`config.mk`:
```
export PLATFORM = sky130hd
export DESIGN_NAME = ysyx_23060236_sv32_walker
export DESIGN_NICKNAME = d
export VERILOG_FILES = /design/src/rtl/ysyx_23060236_sv32_walker_pkg.sv /design/src/rtl/ysyx_23060236_sv32_walker_tlb.sv /design/src/rtl/ysyx_23060236_sv32_walker.sv
export SDC_FILE = /design/constraint.sdc
export NUM_CORES = 1
export LEC_CHECK = 0
export ABC_AREA = 1
export BUFFER_PORTS_ARGS = -buffer_cell sky130_fd_sc_hd__buf_2
export CORE_ASPECT_RATIO = 1.4
export CORE_MARGIN = 8
export CORE_UTILIZATION = 35
export DETAILED_ROUTE_END_ITERATION = 10
export SLEW_MARGIN = 30
export SYNTH_ARGS = -nofsm -noshare
export SYNTH_HDL_FRONTEND = slang
export SYNTH_HIERARCHICAL = 1
export SYNTH_SLANG_ARGS = --single-unit
```
`constraint.sdc`:
```
create_clock -name clock_i -period 1.6 [get_ports clock_i]
set_input_delay 0.16 -clock clock_i [delete_from_list [all_inputs] [get_ports clock_i]]
set_output_delay 0.16 -clock clock_i [all_outputs]
set_load 0.05 [all_outputs]
```
`src/rtl/ysyx_23060236_sv32_walker_pkg.sv`:
```
// ysyx_23060236_sv32_walker_pkg: shared Sv32 definitions for the page-table walker and its TLB.
//   PTE flag bit indices, walker state encoding, PTE field helpers.
package ysyx_23060236_sv32_walker_pkg;
   localparam int PTE_V = 0;
   localparam int PTE_R = 1;
   localparam int PTE_W = 2;
   localparam int PTE_X = 3;
   typedef enum logic [2:0] {
      S_IDLE,
      S_L1_REQ,
      S_L1_WAIT,
      S_L0_REQ,
      S_L0_WAIT,
      S_RESP
   } state_e;
   // Invalid entry or the reserved write-only encoding.
   function automatic logic pte_bad(input logic [31:0] pte);
      return !pte[PTE_V] || (!pte[PTE_R] && pte[PTE_W]);
   endfunction
   function automatic logic pte_leaf(input logic [31:0] pte);
      return pte[PTE_R] || pte[PTE_X];
   endfunction
   function automatic logic [19:0] pte_ppn(input logic [31:0] pte);
      return pte[29:10];
   endfunction
endpackage

```
`src/rtl/ysyx_23060236_sv32_walker_tlb.sv`:
```
// ysyx_23060236_tlb: fully-associative translation cache, built only with YSYX_23060236_TLB_EN.
//   clock_i/reset_ni       clock, asynchronous active-low reset
//   flush_i                clear every valid bit (beats a same-cycle fill)
//   lookup_vaddr_i         address looked up combinationally -> hit_o, paddr_o
//   fill_i/fill_vpn_i/fill_super_i/fill_ppn_i  install one translation at the round-robin slot
`ifdef YSYX_23060236_TLB_EN
module ysyx_23060236_tlb #(
   parameter int ENTRIES = 4
) (
   input  logic        clock_i,
   input  logic        reset_ni,
   input  logic        flush_i,
   input  logic [31:0] lookup_vaddr_i,
   output logic        hit_o,
   output logic [31:0] paddr_o,
   input  logic        fill_i,
   input  logic [19:0] fill_vpn_i,
   input  logic        fill_super_i,
   input  logic [19:0] fill_ppn_i
);
   localparam int IW = $clog2(ENTRIES);
   logic [ENTRIES-1:0] valid_q, super_q;
   logic [19:0]        tag_q [ENTRIES];
   logic [19:0]        ppn_q [ENTRIES];
   logic [IW-1:0]      ptr_q;
   // A superpage entry matches on VPN[1] only and keeps the low 22 bits of the address.
   always_comb begin
      hit_o = 1'b0;
      paddr_o = '0;
      for (int i = 0; i < ENTRIES; i++)
         if (valid_q[i] && (super_q[i] ? tag_q[i][19:10] == lookup_vaddr_i[31:22] : tag_q[i] == lookup_vaddr_i[31:12])) begin
            hit_o = 1'b1;
            paddr_o = super_q[i] ? {ppn_q[i][19:10], lookup_vaddr_i[21:0]} : {ppn_q[i], lookup_vaddr_i[11:0]};
         end
   end
   always_ff @(posedge clock_i or negedge reset_ni)
      if (!reset_ni) begin
         valid_q <= '0;
         super_q <= '0;
         ptr_q <= '0;
         for (int i = 0; i < ENTRIES; i++) begin
            tag_q[i] <= '0;
            ppn_q[i] <= '0;
         end
      end else if (flush_i) begin
         valid_q <= '0;
      end else if (fill_i) begin
         valid_q[ptr_q] <= 1'b1;
         super_q[ptr_q] <= fill_super_i;
         tag_q[ptr_q] <= fill_vpn_i;
         ppn_q[ptr_q] <= fill_ppn_i;
         ptr_q <= ptr_q + 1'b1;
      end
endmodule
`endif

```
`src/rtl/ysyx_23060236_sv32_walker.sv`:
```
// ysyx_23060236_sv32_walker: Sv32 two-level page-table walker between a requester and a PTE read port.
//   clock_i/reset_ni                 clock, asynchronous active-low reset
//   mmu_on_i/ppn_i                   satp mode and root PPN, sampled when a request is accepted
//   flush_i                          invalidate the TLB
//   req_valid_i/req_ready_o/req_vaddr_i        translation request (ready only when idle)
//   rsp_valid_o/rsp_ready_i/rsp_paddr_o/rsp_fault_o  translation result, held until accepted
//   mem_arvalid_o/mem_arready_i/mem_araddr_o   PTE read address channel
//   mem_rvalid_i/mem_rdata_i/mem_rerr_i        PTE read data channel
// Optional TLB: define YSYX_23060236_TLB_EN.
module ysyx_23060236_sv32_walker
   import ysyx_23060236_sv32_walker_pkg::*;
#(
   parameter int TLB_ENTRIES = 4
) (
   input  logic        clock_i,
   input  logic        reset_ni,
   input  logic        mmu_on_i,
   input  logic [19:0] ppn_i,
   input  logic        flush_i,
   input  logic        req_valid_i,
   output logic        req_ready_o,
   input  logic [31:0] req_vaddr_i,
   output logic        rsp_valid_o,
   input  logic        rsp_ready_i,
   output logic [31:0] rsp_paddr_o,
   output logic        rsp_fault_o,
   output logic        mem_arvalid_o,
   input  logic        mem_arready_i,
   output logic [31:0] mem_araddr_o,
   input  logic        mem_rvalid_i,
   input  logic [31:0] mem_rdata_i,
   input  logic        mem_rerr_i
);
   state_e      state_q;
   logic [31:0] vaddr_q, rsp_paddr_q, mem_araddr_q, tlb_paddr;
   logic        rsp_valid_q, rsp_fault_q, mem_arvalid_q, tlb_hit;
   logic        leaf, l1_fault, l0_fault, unused_bits;
   assign leaf = pte_leaf(mem_rdata_i);
   // A level-1 leaf must have PPN[0]==0, otherwise the superpage is misaligned.
   assign l1_fault = mem_rerr_i || pte_bad(mem_rdata_i) || (leaf && |mem_rdata_i[19:10]);
   assign l0_fault = mem_rerr_i || pte_bad(mem_rdata_i) || !leaf;
`ifdef YSYX_23060236_TLB_EN
   logic flushed_q, fill_en;
   // A flush seen anywhere during the walk makes its result stale for caching.
   assign fill_en = mem_rvalid_i && !flushed_q &&
                    ((state_q == S_L1_WAIT && leaf && !l1_fault) || (state_q == S_L0_WAIT && !l0_fault));
   always_ff @(posedge clock_i or negedge reset_ni)
      if (!reset_ni) flushed_q <= 1'b0;
      else flushed_q <= state_q == S_IDLE ? 1'b0 : flushed_q || flush_i;
   ysyx_23060236_tlb #(.ENTRIES(TLB_ENTRIES)) u_tlb (
      .clock_i       (clock_i),
      .reset_ni      (reset_ni),
      .flush_i       (flush_i),
      .lookup_vaddr_i(req_vaddr_i),
      .hit_o         (tlb_hit),
      .paddr_o       (tlb_paddr),
      .fill_i        (fill_en),
      .fill_vpn_i    (vaddr_q[31:12]),
      .fill_super_i  (state_q == S_L1_WAIT),
      .fill_ppn_i    (pte_ppn(mem_rdata_i))
   );
   assign unused_bits = ^{mem_rdata_i[31:30], mem_rdata_i[9:4]};
`else
   assign tlb_hit = 1'b0;
   assign tlb_paddr = '0;
   assign unused_bits = ^{mem_rdata_i[31:30], mem_rdata_i[9:4], flush_i, vaddr_q[31:22]} ^ (TLB_ENTRIES < 2);
`endif
   always_ff @(posedge clock_i or negedge reset_ni)
      if (!reset_ni) begin
         state_q <= S_IDLE;
         vaddr_q <= '0;
         rsp_valid_q <= 1'b0;
         rsp_fault_q <= 1'b0;
         rsp_paddr_q <= '0;
         mem_arvalid_q <= 1'b0;
         mem_araddr_q <= '0;
      end else begin
         case (state_q)
            S_IDLE: if (req_valid_i) begin
               vaddr_q <= req_vaddr_i;
               if (!mmu_on_i || tlb_hit) begin
                  state_q <= S_RESP;
                  rsp_valid_q <= 1'b1;
                  rsp_fault_q <= 1'b0;
                  rsp_paddr_q <= mmu_on_i ? tlb_paddr : req_vaddr_i;
               end else begin
                  state_q <= S_L1_REQ;
                  mem_arvalid_q <= 1'b1;
                  mem_araddr_q <= {ppn_i, req_vaddr_i[31:22], 2'b00};
               end
            end
            S_L1_REQ, S_L0_REQ: if (mem_arready_i) begin
               mem_arvalid_q <= 1'b0;
               state_q <= state_q == S_L1_REQ ? S_L1_WAIT : S_L0_WAIT;
            end
            S_L1_WAIT: if (mem_rvalid_i) begin
               if (l1_fault || leaf) begin
                  state_q <= S_RESP;
                  rsp_valid_q <= 1'b1;
                  rsp_fault_q <= l1_fault;
                  rsp_paddr_q <= l1_fault ? '0 : {mem_rdata_i[29:20], vaddr_q[21:0]};
               end else begin
                  state_q <= S_L0_REQ;
                  mem_arvalid_q <= 1'b1;
                  mem_araddr_q <= {pte_ppn(mem_rdata_i), vaddr_q[21:12], 2'b00};
               end
            end
            S_L0_WAIT: if (mem_rvalid_i) begin
               state_q <= S_RESP;
               rsp_valid_q <= 1'b1;
               rsp_fault_q <= l0_fault;
               rsp_paddr_q <= l0_fault ? '0 : {pte_ppn(mem_rdata_i), vaddr_q[11:0]};
            end
            S_RESP: if (rsp_ready_i) begin
               state_q <= S_IDLE;
               rsp_valid_q <= 1'b0;
            end
            default: state_q <= S_IDLE;
         endcase
      end
   assign req_ready_o = state_q == S_IDLE;
   assign rsp_valid_o = rsp_valid_q;
   assign rsp_fault_o = rsp_fault_q;
   assign rsp_paddr_o = rsp_paddr_q;
   assign mem_arvalid_o = mem_arvalid_q;
   assign mem_araddr_o = mem_araddr_q;
endmodule
```
Word-level counts from Yosys, hierarchy flattened
Cells that the tools add are included. W data, S select, Z words.

Register bits: 92. Bits of input ports: 93.

Eq/ne operators: 14. Multiplexer cells: 41. Reduce and logical (&&, ||, !) cells: 24.

Operators with widths (count): $mux W32 (11); $pmux W32 S3 (1); $pmux W32 S2 (1); $mux W3 (8); $ne A2 B2 Y1 const B (9); $mux W1 (16); $pmux W3 S5 (1); $reduce_and A6 Y1 (2); $reduce_and A5 Y1 (2); $reduce_or A10 Y1 (1); $reduce_and A7 Y1 (1); $eq A3 B2 Y1 const B (2); $eq A3 B3 Y1 const B (2); $logic_or A1 B1 Y1 (6); $pmux W1 S3 (2); $reduce_bool A3 Y1 (2); $pmux W1 S4 (1); $reduce_bool A4 Y1 (1); $eq A3 B1 Y1 const B (1); $logic_not A1 Y1 (3); $logic_not A3 Y1 (1); $logic_and A1 B1 Y1 (2); $reduce_and A2 Y1 (1); $reduce_bool A2 Y1 (1); $reduce_or A2 Y1 (1).

Logic depth before layout (Yosys ltp)
Depth in word-level cells: 9. Depth in mapped cells: 12. Mapped depth without buffers: 10.

Least setup slack after synthesis
OpenSTA, ideal clock, no wires.

Kind: flip-flop to flip-flop. From: register state_q[2]. To: register vaddr_q[10]. Library setup time: 130 ps. Arrival time: 1832 ps. Data required time: 1470 ps. Slack: -362 ps. Stages on the path, launching flop included: 9. Cells stage by stage: dfrtp_1 > buf_2 > nor2_8 > inv_2 > nor2_2 > nand2_1 > clkbuf_1 > nand2_1 > o21ai_0.

Longest elaborated chain between the ends: 2.

RTL lines: start, declared (line ysyx_23060236_sv32_walker.sv:34) `state_e state_q;`; start signal, assigned (line ysyx_23060236_sv32_walker.sv:94) `state_q <= state_q == S_L1_REQ ? S_L1_WAIT : S_L0_WAIT;`; $logic_not A3 Y1; named net req_ready_o (line ysyx_23060236_sv32_walker.sv:21) `output logic req_ready_o,`; $reduce_and A2 Y1 (no line); end signal, assigned (line ysyx_23060236_sv32_walker.sv:80) `vaddr_q <= req_vaddr_i;`; end, declared (line ysyx_23060236_sv32_walker.sv:35) `logic [31:0] vaddr_q, rsp_paddr_q, mem_araddr_q, tlb_paddr;`.

The timed path passes the listed nets, and every way through them passes these cells. A chain may end at the register's enable or synchronous reset.

Worst setup path in the final report
From: register state_q[0]. To: register rsp_paddr_q[6] (netlist: rsp_paddr_o[6]).

Longest elaborated chain between the ends: 3. Elaborated cells on any way between the ends: 11. Those cells by class: eq/ne: 7; mux: 1; reduce/logical: 3.

RTL lines: $eq A3 B2 Y1, or another cell as far along (line ysyx_23060236_sv32_walker.sv:78) `case (state_q)`; $ne A2 B2 Y1 (no line) / $reduce_bool A3 Y1 (equally long branches); $reduce_and A6 Y1 (no line); end signal, assigned (line ysyx_23060236_sv32_walker.sv:85) `rsp_paddr_q <= mmu_on_i ? tlb_paddr : req_vaddr_i;`; end signal, assigned (line ysyx_23060236_sv32_walker.sv:101) `rsp_paddr_q <= l1_fault ? '0 : {mem_rdata_i[29:20], vaddr_q[21:0]};`; end signal, assigned (line ysyx_23060236_sv32_walker.sv:112) `rsp_paddr_q <= l0_fault ? '0 : {pte_ppn(mem_rdata_i), vaddr_q[11:0]};`; end, declared (line ysyx_23060236_sv32_walker.sv:35).

Several ways; a longest one is shown, not always the timed one.

==> qor.txt <==
Status - complete, but fails checks
Failing checks - negative setup slack
P per Cell Area - 2490 mW/mm^2
Final core utilization - 49.1%
Share of layout cells above drive strength 1 - 31.8%
Final wirelength - 16300 microns
Sequential element share of the synthesized area - 46.5%
Synth area leaders - dfrtp_1 47%, nand2_1 16%, nand3_1 6.4%
Routed Antenna Nets - 0
CTS buffer count - 9
Cells after synthesis - 667
CP Class - flip-flop to flip-flop
Std cell rows - 51
Grt ovf - 0
CP cell instances - nor2_8 > nand2_4 > inv_4 > nand2_4 > nand2_4 > nand2_8 > buf_6 > nor2_2 > nand3_1 > nand2_1 > inv_1
Largest family of logic cells by synthesized area - simple AND/OR/NAND/NOR gates
CP max stage delay - 460 ps
Clock Latency Late Sink - 340 ps
Syn Area/Cell - 7.26 sq um
Die ar. - 0.0179 sq mm
Synth-to-layout area growth - 39.1%
DR WL/cell - 15.8 microns
Clock skew - 5.97 ps
Final setup margin - -14.0 ps
Starting DRC count in detailed routing - 247
RSZ-0062 raised after global routing - true
Max-cap violations - 0
Worst hold path class - primary input to flip-flop
Pin count of the biggest net entering global routing - 48
Met2 routed WL - 7900 microns
Complex-gate fraction of the synthesized area - 11.4%
Max layer used - met5
Total GRT Usage - 17.9%
First-pass GRT wire length - 25400 microns
Die Y - 155 microns
Worst-case clock buffer depth - 2
# DRC - 0
CTS tree - built
Post-Synth XOR/XNOR Area - 0%
TritonCTS Sinks - 90
Mux contribution to synthesized area - 2.07%
Met3 WL - 1160 microns
Num ports - 161
Crit Path Max Fanout - 6
Final RePlAce weighted congestion - 0.863
I/O Buffers - 149
FILL cells - 1381
Post-Synth Adder-Cell Area - 0%
Wl on met1 - 6700 microns
Maximum vdd ir drop - 1440 uV
CP delay by family, top - simple AND/OR/NAND/NOR gates
Yosys warnings - 6
Pre-antenna DRT Iters - 5
Top-area cell type share of the netlist area - 46.5%
Final Net Count - 930
Final setup violating endpoints - 3
Crit path launch type - flip-flop
Critical Path End Type - flip-flop
H-tree level count - 3
Pwr Total - 0.0168 W
Leading cell type in the layout, fill and taps excluded - nand2_1
Most common cell on crit path - nand2_4
Initial Utilization - 35.3%
Core Region - 0.0137 sq mm
Max frequency - 620 MHz
Final min period - 1610 ps
Slowest cell on crit path - dfrtp_2
Dpl hpwl - 11700 microns
Chip width - 115 microns
Leakage - 3.60 nW
Worst path required time - 1830 ps
Final Max Tran Viols - 0
Data arrival, critical path - 1850 ps
Clock transition at path regs - 70 ps
Vias in the first global route - 4879
CP Buf/Inv Count - 3
Area leader, netlist - dfrtp_1
Post-synth cell types - 28
Final Hold Fails - 0
Yosys reg bits - 90
Initial antenna violation count - 2
Fin crit share - 101%
Most frequent cells in the layout - 199 x nand2_1, 147 x buf_2, 88 x dfrtp_1
Netlist Area Pre-Place - 0.00484 sq mm
Antenna Cells - 0
Drt via density - 4.81
Post-Synth Simple-Gate Area - 29.6%
Clk root buf - clkbuf_16
Vias - 4943
synthesized netlist by cell type:
library cell and instances:
a31oi_1 1, mux2i_1 10, o22ai_1 1, buf_2 22, nor3_1 2, o21ai_0 35, o21ai_1 31, nand4_2 1
nand2_2 3, o211ai_1 1, nand3_1 62, or2_1 12, nor2_8 1, inv_1 76, buf_6 1, nor2_1 44
inv_2 5, dfrtp_1 90, buf_4 3, nand3_2 1, conb_1 1, nand2_4 2, nor2_2 1, nand2_1 204
nand4_1 2, clkbuf_1 14, a21oi_1 40, or2_2 1
cells by family after synthesis:
kind of cell | after synthesis
flip-flops | 90
AND/OR/NAND/NOR | 336
buffers and inverters | 121
other | 1
multiplexers | 10
AO/OA/AOI/OAI | 109
power breakdown:
part	switching, W	internal [W]	total [W]	leakage (nW)
logic	0.00699	0.00329	0.0103	2.35
clock network	0.000922	0.00142	0.00235	0.154
registers	0.000703	0.00343	0.00414	1.10
final cells by class:
type	count	area [sq um]	area share, %
clock buffers	11	243	3.60
flip-flops and latches	90	2250	33.5
clock inverters	5	86.3	1.28
repair buffers	198	1330	19.8
inverters	81	319	4.74
well taps	185	231	3.44
multi-input cells	457	2270	33.7
what timing repair did:
item                       4_1_cts  5_1_grt
pin swaps                        2       22
hold buffers                     1        0
gates resized for setup         10       55
hold endpoints to repair        26        0
cloned                           0        3
setup endpoints to repair       59       65
buffers inserted                 3        3
worst min-delay path, stage by stage:
cell     delay [ps]
buf_2            90
inv_1            60
o21ai_0          80
flip-flops by register name, summed over array words and instances (netlist names):
register       cells
mem_araddr_o      30
mem_arvalid_o      1
rsp_fault_o        1
rsp_paddr_o       32
rsp_valid_o        1
state_q            3
vaddr_q           22
per-layer routing:
metal / vias to the layer above / track usage (%)
li1: 2438 / -
met1: 2321 / 21.7
met2: 149 / 29.4
met3: 31 / 4.50
met4: 4 / 7.47
met5: - / 0
through the flow:
step,setup WS (ps),setup TNS (ps),hold WS (ps),instances,cell area [sq um]
after floorplan,-91.0,-2870,-136,668,4910
after global placement,-155,-764,133,1001,6070
after detailed placement,-135,-919,129,1001,6070
after CTS,4.01,0,88.5,1021,6460
after global routing,-88.3,-3530,113,1027,6740
final,-14.0,-25.5,95.3,1027,6740
worst paths after layout:
check | start | endpoint | slack, ps | cells after the start
max in group asynchronous | reset_ni | vaddr_q[15] | 760 | 3
hold reg to reg | rsp_paddr_o[18] | rsp_paddr_o[18] | 480 | 2
min in group asynchronous | reset_ni | vaddr_q[4] | 290 | 2
setup / recovery | state_q[0] | rsp_paddr_o[6] | -10 | 11
setup reg to reg | state_q[0] | rsp_paddr_o[6] | -10 | 11
hold / removal | req_vaddr_i[10] | vaddr_q[10] | 100 | 3
Power figures use the tool's default switching activity.
